--- config.mk ---
export PLATFORM = sky130hd
export DESIGN_NAME = mux_4_way_arb_flat
export DESIGN_NICKNAME = d
export VERILOG_FILES = /design/src/rtl/mux_4_way_arb_if.sv /design/src/rtl/mux_4_way_arb.sv /design/src/flat_wrapper.sv
export SDC_FILE = /design/constraint.sdc
export NUM_CORES = 1
export LEC_CHECK = 0
export ABC_AREA = 1
export ABC_CLOCK_PERIOD_IN_PS = 3400
export CAP_MARGIN = 20
export CORE_MARGIN = 2
export CORE_UTILIZATION = 44
export CTS_BUF_LIST = sky130_fd_sc_hd__clkbuf_16
export CTS_CLUSTER_DIAMETER = 120
export CTS_CLUSTER_SIZE = 8
export DETAILED_ROUTE_END_ITERATION = 12
export PLACE_DENSITY_LB_ADDON = 0.05
export SYNTH_ARGS = -nofsm -noshare
export SYNTH_HDL_FRONTEND = slang
export SYNTH_SLANG_ARGS = --single-unit
--- constraint.sdc ---
create_clock -name clk -period 3.4 [get_ports clk]
set_input_delay 0.68 -clock clk [delete_from_list [all_inputs] [get_ports clk]]
set_output_delay 0.68 -clock clk [all_outputs]
set_load 0.1 [all_outputs]
--- src/rtl/mux_4_way_arb_if.sv ---
// Stream bundle for the 4-way round-robin merge: four upstream channels in,
// one tagged stream out. The arbiter takes the slave side.
interface mux_4_way_arb_if #(
    parameter int WIDTH = 16
);
    logic [3:0]         in_valid;
    logic [4*WIDTH-1:0] in_data;
    logic [3:0]         in_last;
    logic [3:0]         in_ready;
    logic               out_valid;
    logic [WIDTH-1:0]   out_data;
    logic               out_last;
    logic [1:0]         out_sel;
    logic               out_ready;

    modport slave (
        input  in_valid, in_data, in_last, out_ready,
        output in_ready, out_valid, out_data, out_last, out_sel
    );

    modport master (
        output in_valid, in_data, in_last, out_ready,
        input  in_ready, out_valid, out_data, out_last, out_sel
    );
endinterface

--- src/rtl/mux_4_way_arb.sv ---
// Four-into-one valid/ready merge with round-robin grant, optional packet lock,
// and a registered output stage tagged with the source channel index.
module mux_4_way_arb #(
    parameter int WIDTH    = 16,
    parameter bit LOCK_PKT = 1'b1
) (
    input  logic            clk,
    input  logic            rst_n,
    mux_4_way_arb_if.slave  bus
);
    typedef enum logic {IDLE = 1'b0, LOCK = 1'b1} state_t;

    state_t             state_reg, state_next;
    logic [1:0]         rr_ptr_reg, rr_ptr_next;
    logic [1:0]         lock_ch_reg, lock_ch_next;
    logic               out_valid_reg, out_valid_next;
    logic [WIDTH-1:0]   out_data_reg, out_data_next;
    logic               out_last_reg, out_last_next;
    logic [1:0]         out_sel_reg, out_sel_next;

    logic [1:0]         grant;
    logic               grant_vld;
    logic               load_en;
    logic               accept;

    assign load_en = !out_valid_reg || bus.out_ready;

    // Descending scan so the channel closest to rr_ptr is the last writer and wins.
    always_comb begin
        grant     = 2'd0;
        grant_vld = 1'b0;
        if (state_reg == LOCK) begin
            grant     = lock_ch_reg;
            grant_vld = 1'b1;
        end else begin
            for (int i = 3; i >= 0; i--) begin
                if (bus.in_valid[rr_ptr_reg + 2'(i)]) begin
                    grant     = rr_ptr_reg + 2'(i);
                    grant_vld = 1'b1;
                end
            end
        end
    end

    genvar gi;
    generate
        for (gi = 0; gi < 4; gi++) begin : g_ready
            assign bus.in_ready[gi] = rst_n && load_en && grant_vld && (grant == 2'(gi));
        end
    endgenerate

    assign accept = grant_vld && load_en && bus.in_valid[grant];

    always_comb begin
        state_next     = state_reg;
        rr_ptr_next    = rr_ptr_reg;
        lock_ch_next   = lock_ch_reg;
        out_valid_next = out_valid_reg;
        out_data_next  = out_data_reg;
        out_last_next  = out_last_reg;
        out_sel_next   = out_sel_reg;
        if (accept) begin
            out_valid_next = 1'b1;
            out_data_next  = bus.in_data[int'(grant)*WIDTH +: WIDTH];
            out_last_next  = bus.in_last[grant];
            out_sel_next   = grant;
            if (LOCK_PKT && !bus.in_last[grant]) begin
                state_next   = LOCK;
                lock_ch_next = grant;
            end else begin
                state_next  = IDLE;
                rr_ptr_next = grant + 2'd1;
            end
        end else if (bus.out_ready) begin
            out_valid_next = 1'b0;
        end
    end

    always_ff @(posedge clk or negedge rst_n) begin
        if (!rst_n) begin
            state_reg     <= IDLE;
            rr_ptr_reg    <= 2'd0;
            lock_ch_reg   <= 2'd0;
            out_valid_reg <= 1'b0;
            out_data_reg  <= '0;
            out_last_reg  <= 1'b0;
            out_sel_reg   <= 2'd0;
        end else begin
            state_reg     <= state_next;
            rr_ptr_reg    <= rr_ptr_next;
            lock_ch_reg   <= lock_ch_next;
            out_valid_reg <= out_valid_next;
            out_data_reg  <= out_data_next;
            out_last_reg  <= out_last_next;
            out_sel_reg   <= out_sel_next;
        end
    end

    assign bus.out_valid = out_valid_reg;
    assign bus.out_data  = out_data_reg;
    assign bus.out_last  = out_last_reg;
    assign bus.out_sel   = out_sel_reg;
endmodule

--- src/flat_wrapper.sv ---
// flat-port wrapper written by rule: the top's interface ports become plain ports
module mux_4_way_arb_flat 
#(
    parameter int WIDTH    = 16,
    parameter bit LOCK_PKT = 1'b1
)
  (clk, rst_n, bus_in_valid, bus_in_data, bus_in_last, bus_out_ready, bus_in_ready, bus_out_valid, bus_out_data, bus_out_last, bus_out_sel);
  mux_4_way_arb_if #(.WIDTH(WIDTH)) bus_i ();
  input  logic clk;
  input  logic rst_n;
  input wire logic [$bits(bus_i.in_valid)-1:0] bus_in_valid;
  input wire logic [$bits(bus_i.in_data)-1:0] bus_in_data;
  input wire logic [$bits(bus_i.in_last)-1:0] bus_in_last;
  input wire logic [$bits(bus_i.out_ready)-1:0] bus_out_ready;
  output wire logic [$bits(bus_i.in_ready)-1:0] bus_in_ready;
  output wire logic [$bits(bus_i.out_valid)-1:0] bus_out_valid;
  output wire logic [$bits(bus_i.out_data)-1:0] bus_out_data;
  output wire logic [$bits(bus_i.out_last)-1:0] bus_out_last;
  output wire logic [$bits(bus_i.out_sel)-1:0] bus_out_sel;
  assign bus_i.in_valid = bus_in_valid;
  assign bus_i.in_data = bus_in_data;
  assign bus_i.in_last = bus_in_last;
  assign bus_i.out_ready = bus_out_ready;
  assign bus_in_ready = bus_i.in_ready;
  assign bus_out_valid = bus_i.out_valid;
  assign bus_out_data = bus_i.out_data;
  assign bus_out_last = bus_i.out_last;
  assign bus_out_sel = bus_i.out_sel;
  mux_4_way_arb #(.WIDTH(WIDTH), .LOCK_PKT(LOCK_PKT)) u_core (.clk(clk), .rst_n(rst_n), .bus(bus_i));
endmodule
==> impl_table.tex <==
\begin{tabular}{lr}
\hline
Metric & Value \\
\hline
\multicolumn{2}{l}{\textbf{Yosys}} \\
Yosys warnings & 0 \\
Combinational family with the most area after synthesis & simple AND/OR/NAND/NOR gates \\
Largest area contributor in the synthesized netlist & nand2\_1 \\
Count of cell types in the netlist & 24 \\
Synthesized-area fraction occupied by ao, oa, aoi and oai cells & 0.03408 \\
Cells taking the most area after synthesis & nand2\_1 41\%, dfrtp\_1 31\%, nand3\_1 8.4\%, buf\_6 4.5\%, inv\_1 2.2\% \\
Simple-gate share of the synthesized area & 0.5558 \\
Summed instance area of the synthesized netlist & 2019 um2 \\
Fraction of synthesis flops using an asynchronous set or reset pin & 1.000 \\
Adder-cell area share of the yosys netlist & 0 \\
Sequential-to-total area share from yosys stat & 0.3098 \\
Multiplexer share of the synthesized area & 0 \\
Most common flop cell mapped by yosys & dfrtp\_1 \\
Syn nets & 419 \\
Number of instances in the synthesized netlist & 344 \\
Post-synth top area share & 0.4145 \\
Xor and xnor fraction of the mapped netlist area & 0 \\
Number of enable-type register cells in the synthesized netlist & 0 \\
Mean cell area of the mapped netlist & 5.870 um2 \\
FF+latch count, synth & 25 \\
\multicolumn{2}{l}{\textbf{Clock network}} \\
Number of CTS-inserted buffers & 3 \\
Number of gates given a new drive strength after cts & 0 \\
Insertion delay to the later sink of the worst-skew pair & 0.26 ns \\
Largest buffer count on any clock path & 2 \\
Clock tree from TritonCTS & done \\
CTS Root Cell & clkbuf\_16 \\
Setup Buffers After CTS & 0 \\
Hold buffer count at cts & 0 \\
Total number of clock tree sinks & 25 \\
Clock transition at path regs & 0.06 ns \\
CTS H-Tree Depth & 1 \\
\multicolumn{2}{l}{\textbf{Finish}} \\
Final cell utilization of the core & 0.7120 \\
Filler cell count & 400 \\
Number of flip-flops in the largest register & 16 \\
Fraction of layout cells with a size suffix above 1 & 0.09361 \\
Combined flip-flop and latch cell area & 625.6 um2 \\
Post-layout net count & 514 \\
Area growth from synthesis to final layout & 54.58\% \\
Multi-input combinational cell area & 1206 um2 \\
Final std cells w/o fill & 490 \\
\# diodes & 0 \\
\multicolumn{2}{l}{\textbf{Timing}} \\
Unrepaired setup endpoints after global routing & true \\
Worst setup skew after layout & 0.001894 ns \\
Final setup vio count & 0 \\
Post-Route Hold Slack & 0.4761 ns \\
Final cycle utilization of the critical path & 0.9495 \\
Tightest Pin Transition & 0.9689 ns \\
Worst-case setup margin in the final layout & 0.1717 ns \\
Max-slew violation count & 0 \\
Maximum operating frequency & 309.8 MHz \\
Tmin final & 3.228 ns \\
Final count of hold timing violations & 0 \\
Headroom to the max-slew limit & 0.3520 \\
\multicolumn{2}{l}{\textbf{GRT}} \\
Met2 usage in global routing & 0.4187 \\
Antenna violations before repair & 0 \\
Grt met1 use & 0.3022 \\
Grt ovf & 0 \\
Number of global-route vias before repair & 2320 \\
Largest net degree at the start of global routing & 26 \\
Layer carrying the most global-route usage & met2 \\
Wire length of the first global-routing pass & 10090 um \\
All-layer global routing usage & 0.2387 \\
Met3 usage & 0.05063 \\
\multicolumn{2}{l}{\textbf{Detailed routing}} \\
Length of the first detailed-routing pass in iterations & 4 \\
Via density per instance & 4.888 \\
Vias after detailed routing & 2395 \\
DRC errors left & 0 \\
Initial detailed-routing violation count & 137 \\
Detail-routed net length per standard cell & 11.81 um \\
Post-detailed-routing wire length & 5788 um \\
Antenna Violating Nets Remaining & 0 \\
\multicolumn{2}{l}{\textbf{Floorplanning}} \\
\# rows & 24 \\
Y dimension of the die & 71.75 um \\
Initial standard-cell utilization of the core & 0.4606 \\
Die X-Extent & 71.75 um \\
I/O pin count & 99 \\
Placeable core region & 4384 um2 \\
Floorplan die area & 5147 um2 \\
\multicolumn{2}{l}{\textbf{Worst setup path}} \\
Worst EP required & 2.72 ns \\
Worst setup path category & in2out \\
Critical path arrival & 2.55 ns \\
Nature of the critical path startpoint & input pin \\
Highest net fanout along the worst path & 7 \\
Register-to-Register Setup Slack & 0.70 ns \\
Crit path capture type & output pin \\
\multicolumn{2}{l}{\textbf{Place}} \\
Final estimated routing congestion in global placement & 0.8283 \\
Post-placement cell count & 486 \\
Count of input and output buffers & 98 \\
DPL Wire Length & 4496 um \\
Setup WS pre-CTS & 0.1552 ns \\
\multicolumn{2}{l}{\textbf{Job}} \\
Max-Cap Viols & 0 \\
\multicolumn{2}{l}{\textbf{Run status}} \\
Status & finished clean \\
\multicolumn{2}{l}{\textbf{Worst hold path}} \\
Class of the most critical hold timing path & reg2reg \\
\hline
\end{tabular}
## placed cells by master (no fill, tap or decap)
master           netlist  routed
inv_1                 12      13
a22oi_2                1       1
nor2_2                 0       2
buf_4                  1      18
nand2_2                2       2
clkdlybuf4s50_1        0      87
nand4_1                5       5
nand2_4                2       2
nand2_1              223     223
o22a_1                 1       1
dfrtp_1               25      25
inv_2                  4       4
a21o_1                 1       1
clkbuf_16              0       3
nand3_4                1       1
or2_2                  1       1
nor2_1                 4       2
o21ai_2                1       1
a31oi_1                1       1
nand3_1               34      34
o21ai_1                3       3
o21ai_0                2       2
buf_12                 0       4
nor3_2                 0       2
## final timing paths
kind	start	to	depth (start not counted)
min in group asynchronous	rst_n	u_core.bus.out_valid	2
worst min-delay path	u_core.bus.out_last	u_core.bus.out_last	2
max in group asynchronous	rst_n	u_core.bus.out_data[8]	2
worst max register to register	u_core.rr_ptr_reg[0]	u_core.bus.out_sel[0]	18
worst max-delay path	bus_in_valid[1]	bus_in_ready[0]	12
worst min register to register	u_core.bus.out_last	u_core.bus.out_last	2
## logic make-up after synthesis
kind of cell    Yosys count
simple gates            274
buf+inv                  35
flops                    25
compound gates           10
## metrics by stage
step           setup TNS, ns  instance area, um2
2_1_floorplan        -0.1309                2034
3_3_place_gp               0                3043
3_5_place_dp               0                3043
4_1_cts                    0                3122
5_1_grt            -0.005134                3122
6_report                   0                3122
## worst max-delay path, stage by stage
cell and delay (ns):
clkdlybuf4s50_1 0.51, inv_1 0.07, o21ai_1 0.19, nand2_1 0.08, nand3_1 0.11, nand2_1 0.06
nand2_1 0.09, nand3_4 0.12, nand2_4 0.11, inv_2 0.06, nor3_2 0.24, buf_12 0.21
## per-layer routing
| layer | part of all wire | vias to the layer above |
|---|---|---|
| li1 | - | 1253 |
| met1 | 0.44 | 1052 |
| met2 | 0.48 | 84 |
| met3 | 0.065 | 6 |
| met4 | 0.0097 | 0 |
| met5 | 0 | - |
## cell type report
cell class / instances / area share
well taps: 52 / 0.02084
inverters: 16 / 0.01924
multi-input cells: 284 / 0.3864
clock buffers: 3 / 0.02405
flip-flops and latches: 25 / 0.2004
clock inverters: 1 / 0.001202
repair buffers: 109 / 0.3479
## cells in the mapped netlist, types with 2 or more instances
cell type  count
nand2_1      223
nand3_1       34
dfrtp_1       25
inv_1         12
buf_6          8
buf_2          6
nand4_1        5
inv_2          4
nor2_1         4
clkbuf_1       3
o21ai_1        3
nand2_2        2
nand2_4        2
nor3_1         2
o21ai_0        2
Power is left out: the tool's default activity adds up to more than one toggle a clock period on the data nets, which glitch-free logic cannot reach.
